### src/rtl/chip8_fetch_sequencer_if.sv
// Bus bundle between the CHIP-8 fetch sequencer and its surroundings:
// program memory read port, decoder/register-file taps and execute handshake.
// The sequencer uses the master modport; memory, datapath and bench use slave.
interface chip8_fetch_sequencer_if;
    logic [11:0] mem_addr;
    logic        mem_rd;
    logic [7:0]  mem_rdata;
    logic        mem_ready;
    logic [15:0] opcode;
    logic [11:0] pc;
    logic [7:0]  vx;
    logic [7:0]  vy;
    logic [7:0]  v0;
    logic        key_match;
    logic        exec_start;
    logic        exec_done;
    logic        fault;

    modport master (
        output mem_addr, mem_rd, opcode, pc, exec_start, fault,
        input  mem_rdata, mem_ready, vx, vy, v0, key_match, exec_done
    );

    modport slave (
        input  mem_addr, mem_rd, opcode, pc, exec_start, fault,
        output mem_rdata, mem_ready, vx, vy, v0, key_match, exec_done
    );
endinterface

### src/rtl/chip8_fetch_sequencer.sv
// CHIP-8 instruction fetch/sequence controller.
// Fetches big-endian 16-bit opcodes from byte memory, resolves jumps,
// call/return and skips itself, and hands every other opcode to the execute
// datapath through the exec_start/exec_done handshake. Owns PC and call stack.
// Optional single-step support is enabled by defining CHIP8_SEQ_SINGLE_STEP_EN,
// which adds run/step inputs and a PAUSE state between instructions.
module chip8_fetch_sequencer #(
    parameter logic [11:0] PC_RESET    = 12'h200,
    parameter int          STACK_DEPTH = 16
) (
    input  logic clk,
    input  logic reset_n,
`ifdef CHIP8_SEQ_SINGLE_STEP_EN
    input  logic run,
    input  logic step,
`endif
    chip8_fetch_sequencer_if.master bus
);

    localparam int IDX_W = (STACK_DEPTH > 1) ? $clog2(STACK_DEPTH) : 1;
    localparam int SP_W  = IDX_W + 1;

    typedef enum logic [2:0] {
        ST_FETCH_HI  = 3'd0,
        ST_FETCH_LO  = 3'd1,
        ST_DISPATCH  = 3'd2,
        ST_EXEC_WAIT = 3'd3,
        ST_HALT      = 3'd4
`ifdef CHIP8_SEQ_SINGLE_STEP_EN
        , ST_PAUSE   = 3'd5
`endif
    } state_e;

    // State entered after reset and after every completed instruction.
`ifdef CHIP8_SEQ_SINGLE_STEP_EN
    localparam state_e ST_NEXT_INSTR = ST_PAUSE;
`else
    localparam state_e ST_NEXT_INSTR = ST_FETCH_HI;
`endif

    state_e            state_q, state_d;
    logic [11:0]       pc_q, pc_d;
    logic [15:0]       opcode_q, opcode_d;
    logic [SP_W-1:0]   sp_q, sp_d;
    logic              fault_q, fault_d;
    logic [11:0]       stack_q [STACK_DEPTH];
    logic              push_en;
    logic              dispatch_ctrl;
    logic [IDX_W-1:0]  pop_idx;
    logic [IDX_W-1:0]  push_idx;

    assign pop_idx  = IDX_W'(sp_q - SP_W'(1'b1));
    assign push_idx = sp_q[IDX_W-1:0];

    // State register; reset restarts fetching (or pausing) from PC_RESET.
    always_ff @(posedge clk) begin
        if (!reset_n) begin
            state_q <= ST_NEXT_INSTR;
        end else begin
            state_q <= state_d;
        end
    end

    // Datapath registers: PC, latched opcode, stack pointer and sticky fault.
    always_ff @(posedge clk) begin
        if (!reset_n) begin
            pc_q     <= PC_RESET;
            opcode_q <= 16'h0000;
            sp_q     <= '0;
            fault_q  <= 1'b0;
        end else begin
            pc_q     <= pc_d;
            opcode_q <= opcode_d;
            sp_q     <= sp_d;
            fault_q  <= fault_d;
        end
    end

    // Register-based call stack; a call stores the address of the call opcode.
    always_ff @(posedge clk) begin
        if (!reset_n) begin
            for (int i = 0; i < STACK_DEPTH; i++) begin
                stack_q[i] <= 12'h000;
            end
        end else if (push_en) begin
            stack_q[push_idx] <= pc_q;
        end else begin
            stack_q <= stack_q;
        end
    end

    // Next-state logic including control-flow resolution during DISPATCH.
    always_comb begin
        state_d       = state_q;
        pc_d          = pc_q;
        opcode_d      = opcode_q;
        sp_d          = sp_q;
        fault_d       = fault_q;
        push_en       = 1'b0;
        dispatch_ctrl = 1'b0;
        case (state_q)
            ST_FETCH_HI: begin
                if (bus.mem_ready) begin
                    opcode_d[15:8] = bus.mem_rdata;
                    state_d        = ST_FETCH_LO;
                end else begin
                    state_d = ST_FETCH_HI;
                end
            end
            ST_FETCH_LO: begin
                if (bus.mem_ready) begin
                    opcode_d[7:0] = bus.mem_rdata;
                    state_d       = ST_DISPATCH;
                end else begin
                    state_d = ST_FETCH_LO;
                end
            end
            ST_DISPATCH: begin
                // Assume control flow; opcodes that need the datapath clear it.
                dispatch_ctrl = 1'b1;
                case (opcode_q[15:12])
                    4'h0: begin
                        if (opcode_q == 16'h00EE) begin
                            if (sp_q == '0) begin
                                fault_d = 1'b1;
                            end else begin
                                sp_d = sp_q - SP_W'(1'b1);
                                pc_d = stack_q[pop_idx] + 12'd2;
                            end
                        end else begin
                            dispatch_ctrl = 1'b0;
                        end
                    end
                    4'h1: pc_d = opcode_q[11:0];
                    4'h2: begin
                        if (sp_q == SP_W'(STACK_DEPTH)) begin
                            fault_d = 1'b1;
                        end else begin
                            push_en = 1'b1;
                            sp_d    = sp_q + SP_W'(1'b1);
                            pc_d    = opcode_q[11:0];
                        end
                    end
                    4'hB: pc_d = opcode_q[11:0] + {4'h0, bus.v0};
                    4'h3: pc_d = pc_q + ((bus.vx == opcode_q[7:0]) ? 12'd4 : 12'd2);
                    4'h4: pc_d = pc_q + ((bus.vx != opcode_q[7:0]) ? 12'd4 : 12'd2);
                    4'h5: begin
                        if (opcode_q[3:0] == 4'h0) begin
                            pc_d = pc_q + ((bus.vx == bus.vy) ? 12'd4 : 12'd2);
                        end else begin
                            dispatch_ctrl = 1'b0;
                        end
                    end
                    4'h9: begin
                        if (opcode_q[3:0] == 4'h0) begin
                            pc_d = pc_q + ((bus.vx != bus.vy) ? 12'd4 : 12'd2);
                        end else begin
                            dispatch_ctrl = 1'b0;
                        end
                    end
                    4'hE: begin
                        if (opcode_q[7:0] == 8'h9E) begin
                            pc_d = pc_q + (bus.key_match ? 12'd4 : 12'd2);
                        end else if (opcode_q[7:0] == 8'hA1) begin
                            pc_d = pc_q + (bus.key_match ? 12'd2 : 12'd4);
                        end else begin
                            dispatch_ctrl = 1'b0;
                        end
                    end
                    default: dispatch_ctrl = 1'b0;
                endcase
                if (fault_d) begin
                    state_d = ST_HALT;
                end else if (dispatch_ctrl) begin
                    state_d = ST_NEXT_INSTR;
                end else begin
                    state_d = ST_EXEC_WAIT;
                end
            end
            ST_EXEC_WAIT: begin
                if (bus.exec_done) begin
                    pc_d    = pc_q + 12'd2;
                    state_d = ST_NEXT_INSTR;
                end else begin
                    state_d = ST_EXEC_WAIT;
                end
            end
            ST_HALT: state_d = ST_HALT;
`ifdef CHIP8_SEQ_SINGLE_STEP_EN
            ST_PAUSE: begin
                if (run || step) begin
                    state_d = ST_FETCH_HI;
                end else begin
                    state_d = ST_PAUSE;
                end
            end
`endif
            default: begin
                // Corrupted state encoding: stop the core and flag it.
                fault_d = 1'b1;
                state_d = ST_HALT;
            end
        endcase
    end

    // Moore outputs; bus requests are suppressed while reset is held.
    always_comb begin
        bus.mem_rd     = 1'b0;
        bus.mem_addr   = pc_q;
        bus.exec_start = 1'b0;
        case (state_q)
            ST_FETCH_HI: begin
                bus.mem_rd   = reset_n;
                bus.mem_addr = pc_q;
            end
            ST_FETCH_LO: begin
                bus.mem_rd   = reset_n;
                bus.mem_addr = pc_q + 12'd1;
            end
            ST_DISPATCH: bus.exec_start = reset_n & ~dispatch_ctrl;
            default: begin
                bus.mem_rd     = 1'b0;
                bus.exec_start = 1'b0;
            end
        endcase
    end

    assign bus.opcode = opcode_q;
    assign bus.pc     = pc_q;
    assign bus.fault  = fault_q;

endmodule
### src/flat_wrapper.sv
// flat-port wrapper written by rule: the top's interface ports become plain ports
module chip8_fetch_sequencer_flat 
#(
    parameter logic [11:0] PC_RESET    = 12'h200,
    parameter int          STACK_DEPTH = 16
)
  (clk, reset_n, bus_mem_addr, bus_mem_rd, bus_opcode, bus_pc, bus_exec_start, bus_fault, bus_mem_rdata, bus_mem_ready, bus_vx, bus_vy, bus_v0, bus_key_match, bus_exec_done);
  chip8_fetch_sequencer_if bus_i ();
  input  logic clk;
  input  logic reset_n;
  output wire logic [$bits(bus_i.mem_addr)-1:0] bus_mem_addr;
  output wire logic [$bits(bus_i.mem_rd)-1:0] bus_mem_rd;
  output wire logic [$bits(bus_i.opcode)-1:0] bus_opcode;
  output wire logic [$bits(bus_i.pc)-1:0] bus_pc;
  output wire logic [$bits(bus_i.exec_start)-1:0] bus_exec_start;
  output wire logic [$bits(bus_i.fault)-1:0] bus_fault;
  input wire logic [$bits(bus_i.mem_rdata)-1:0] bus_mem_rdata;
  input wire logic [$bits(bus_i.mem_ready)-1:0] bus_mem_ready;
  input wire logic [$bits(bus_i.vx)-1:0] bus_vx;
  input wire logic [$bits(bus_i.vy)-1:0] bus_vy;
  input wire logic [$bits(bus_i.v0)-1:0] bus_v0;
  input wire logic [$bits(bus_i.key_match)-1:0] bus_key_match;
  input wire logic [$bits(bus_i.exec_done)-1:0] bus_exec_done;
  assign bus_mem_addr = bus_i.mem_addr;
  assign bus_mem_rd = bus_i.mem_rd;
  assign bus_opcode = bus_i.opcode;
  assign bus_pc = bus_i.pc;
  assign bus_exec_start = bus_i.exec_start;
  assign bus_fault = bus_i.fault;
  assign bus_i.mem_rdata = bus_mem_rdata;
  assign bus_i.mem_ready = bus_mem_ready;
  assign bus_i.vx = bus_vx;
  assign bus_i.vy = bus_vy;
  assign bus_i.v0 = bus_v0;
  assign bus_i.key_match = bus_key_match;
  assign bus_i.exec_done = bus_exec_done;
  chip8_fetch_sequencer #(.PC_RESET(PC_RESET), .STACK_DEPTH(STACK_DEPTH)) u_core (.clk(clk), .reset_n(reset_n), .bus(bus_i));
endmodule
### config.mk
export PLATFORM = sky130hd
export DESIGN_NAME = chip8_fetch_sequencer_flat
export DESIGN_NICKNAME = d
export VERILOG_FILES = /design/src/rtl/chip8_fetch_sequencer_if.sv /design/src/rtl/chip8_fetch_sequencer.sv /design/src/flat_wrapper.sv
export SDC_FILE = /design/constraint.sdc
export NUM_CORES = 1
export LEC_CHECK = 0
export CORE_UTILIZATION = 55
export CTS_CLUSTER_DIAMETER = 80
export DETAILED_ROUTE_END_ITERATION = 7
export PLACE_DENSITY = 0.83
export RECOVER_POWER = 100
export SLEW_MARGIN = 20
export SYNTH_ARGS = -nofsm -noshare
export SYNTH_HDL_FRONTEND = slang
export SYNTH_SLANG_ARGS = --single-unit
### constraint.sdc
create_clock -name clk -period 3.85 [get_ports clk]
set_input_delay 0.5775 -clock clk [delete_from_list [all_inputs] [get_ports clk]]
set_output_delay 0.5775 -clock clk [all_outputs]
set_load 0.01 [all_outputs]
==> run metrics, run 1 <==
non-filler cells, final 1,794; Global Route Usage Sum 32.3%; pwr/cell area 386 nW/um^2; Hold WC Path Type reg -> reg; Layout Area Growth over Synthesis 15.2%; Num CTS Buffers 25; gpl congestion 0.932; Slew Limit Fails 0; DP HPWL 24,600 microns; Req. time, crit path 3.27 ns; clock buffer depth 3; final wirelength 36,800 microns; Placed Cells 1,748; nets 1,552; R2R Setup Slk 0.24 ns; Core Area 21,800 sq um; Hold Path End u_core.stack_q[80]$_SDFFE_PN0P_; crit end category output pin; FF-to-FF path depth 9; post-synthesis cell area 12,300 sq um; starting density of the core 56.2%; Fin. Hold Viols 0; die area 22,900 sq um; Clock Skews 0.0140 ns; DRC viols 0; leakage power 4.85 nW; Yosys cell types 81; Yosys top cell area share 37.4%; slowest cell on the critical path clkbuf_1; Finish-stage setup viols 0; Crit path arrival time 3.09 ns; antenna-violating nets left 0; CP cell instances clkbuf_1 > nand2_1 > nor2_1 > xor2_1 > dlygate4sd3_1; Design Area, Final 14,100 sq um; root buf cell clkbuf_16; global-route wire length before repair 57,800 microns; total global routing overflow 0; ys async rst share 0%; # diodes 0; vias in the first global route 10,900; commonest non-fill, non-tap cell in the layout nand2_1; IO Count 80; Reg2Reg Launch Point u_core.bus.opcode[13]$_SDFFE_PN0P_; Clock transition at path regs 0.06 ns; latest clock arrival within the worst-skew pair 0.53 ns; clock tree sinks 229; cell taking the most area after synthesis dfxtp_1; layout cells sized above 1 11.0%; Final Critical Period 3.67 ns; Seq cells post-synth 229; drt first pass iters 5; TritonCTS clock tree built; critical path type reg -> out; dpl cell area 13,400 sq um; fmax 0.273 GHz; row count 54; syn_nets 1,508; Cells after Synth 1,451; register area share after synthesis 37.4%; DRT iter0 DRCs 1,113; Most used DFF post-synth dfxtp_1; critical path launch point type register; maxcap violations 0; Yosys warning count 0; VDD IR-drop max 0.511 mV; initial antenna violation count 0; top cells by area, synth dfxtp_1 37%, mux4_2 8.8%, a21oi_1 7.7%; RSZ-0062 raised after global routing no; DIE HEIGHT 151 microns; # H-tree levels 1; largest net degree at the start of global routing 220; via count 11,400; # hold bufs at CTS 0; most frequent cells in the layout 232 x nand2_1, 228 x dfxtp_1, 188 x a21oi_1; Slew HR 8.45%; min-delay src u_core.stack_q[80]$_SDFFE_PN0P_; hold path depth 2; Fin Setup TNS 0 ns; Via density 6.37; status finished clean; WL per Instance 20.5 microns; Avg Inst Size Synth 8.46 sq um; die width 151 microns; number of enable flip-flop cells after synthesis 0; Max stage delay on crit path 1.00 ns; Port Buf Inserts 79; hold_ws 0.471 ns; Reg2Reg Capture Point u_core.stack_q[174]$_SDFFE_PN0P_; worst-margin pin slew 1.37 ns; Final period util 95.3%; Worst Path Max Fanout 22; Design Power 5.46 mW
==> cell type report <==
cell class | count | area, sq um
Clock inverter | 12 | 149
Tap cell | 280 | 350
Timing Repair Buffer | 152 | 1280
Fill cell | 1786 | 7680
Sequential cell | 229 | 4590
Multi-Input combinational cell | 1077 | 7040
Clock buffer | 34 | 689
Inverter | 10 | 38.8
==> synthesized netlist by cell type, types with 3 or more instances <==
master / number
nor2b_1: 9
buf_6: 4
nor3_1: 17
o21ai_0: 169
ha_1: 18
and2_1: 6
nand2b_1: 10
mux4_2: 48
buf_4: 7
a21oi_1: 189
o21a_1: 4
nor3_2: 4
nand3_1: 25
buf_2: 22
nand2_1: 232
nand4_1: 9
o211ai_1: 5
clkbuf_1: 96
and3_1: 8
mux2i_1: 54
nor2_1: 108
a31oi_1: 8
mux4_1: 4
a211oi_1: 10
dfxtp_1: 229
a22oi_1: 3
xnor2_1: 42
nor4_1: 5
inv_1: 9
a22o_1: 3
a221oi_1: 5
xor2_1: 20
buf_1: 4
a21o_1: 5
==> cells by family (layout without fill, tap and decap cells) <==
group	Yosys count	in the layout	share of synthesized area [%]
XOR/XNOR	64	64	4.69
adder cells (fa/ha/maj)	20	20	2.16
flip-flops	229	229	37.4
multiplexers	108	108	14.3
AND/OR/NAND/NOR	455	455	16.8
AO/OA/AOI/OAI	430	430	19.4
buffers and inverters	145	208	5.26
==> timing repair <==
item,in CTS,in global routing
setup endpoints to repair,0,4
buffers inserted,0,0
gates resized for setup,0,4
==> power by group <==
group / internal (mW) / leakage, nW / switching [mW] / total, mW
combinational: 0.241 / 2.59 / 0.355 / 0.596
sequential: 2.39 / 1.85 / 0.0340 / 2.43
clock: 1.46 / 0.412 / 0.977 / 2.44
==> worst max-delay path by stage <==
stage,start,end,cells past startpoint
5_1_grt,u_core.bus.opcode[13]$_SDFFE_PN0P_,u_core.stack_q[168]$_SDFFE_PN0P_,9
3_3_place_gp,bus_vx[6],u_core.bus.pc[9]$_SDFFE_PN1P_,17
6_report,u_core.bus.pc[8]$_SDFFE_PN0P_,bus_mem_addr[9],5
2_1_floorplan,bus_vx[6],u_core.bus.pc[9]$_SDFFE_PN1P_,16
3_5_place_dp,bus_vx[6],u_core.bus.pc[8]$_SDFFE_PN0P_,18
4_1_cts,bus_vx[5],u_core.bus.pc[8]$_SDFFE_PN0P_,19
==> sequential cells by signal, summed over array words and instances (netlist names) <==
register and cells:
u_core.stack_q 192, u_core.bus.opcode 16, u_core.bus.pc 12, u_core.sp_q 5
u_core.state_q 3, u_core.bus.fault 1
==> through the flow <==
| stage | util, % | setup slack, ns |
|---|---|---|
| final | 64.8 | 0.182 |
| after global routing | 64.8 | 0.0172 |
| after CTS | 65.2 | 0.206 |
| after detailed placement | 61.3 | -0.307 |
| after global placement | 61.3 | -0.245 |
| after floorplan | - | 0.530 |
==> metal layers <==
metal	global-route usage (%)	share of wire [%]	vias up	routed length, microns
li1	-	-	5224	-
met1	41.4	39	5424	14300
met2	53.4	48	650	17600
met3	4.61	9.3	127	3430
met4	15.3	4.1	0	1500
met5	0	0	-	0
==> worst max-delay path, delay by kind of cell, from the launching register on <==
kind | cells | cell delay (ns)
buffers and inverters | 2 | 1.62
AND/OR/NAND/NOR | 2 | 0.45
flip-flops | 1 | 0.33
XOR/XNOR | 1 | 0.16
Power figures use the tool's default switching activity.
==> run 2: changes to the inputs <==
CTS_CLUSTER_DIAMETER = unset   (was 80)
==> results of run 2 <==
The final DEF is identical to that of run 1; final timing and power are the same.
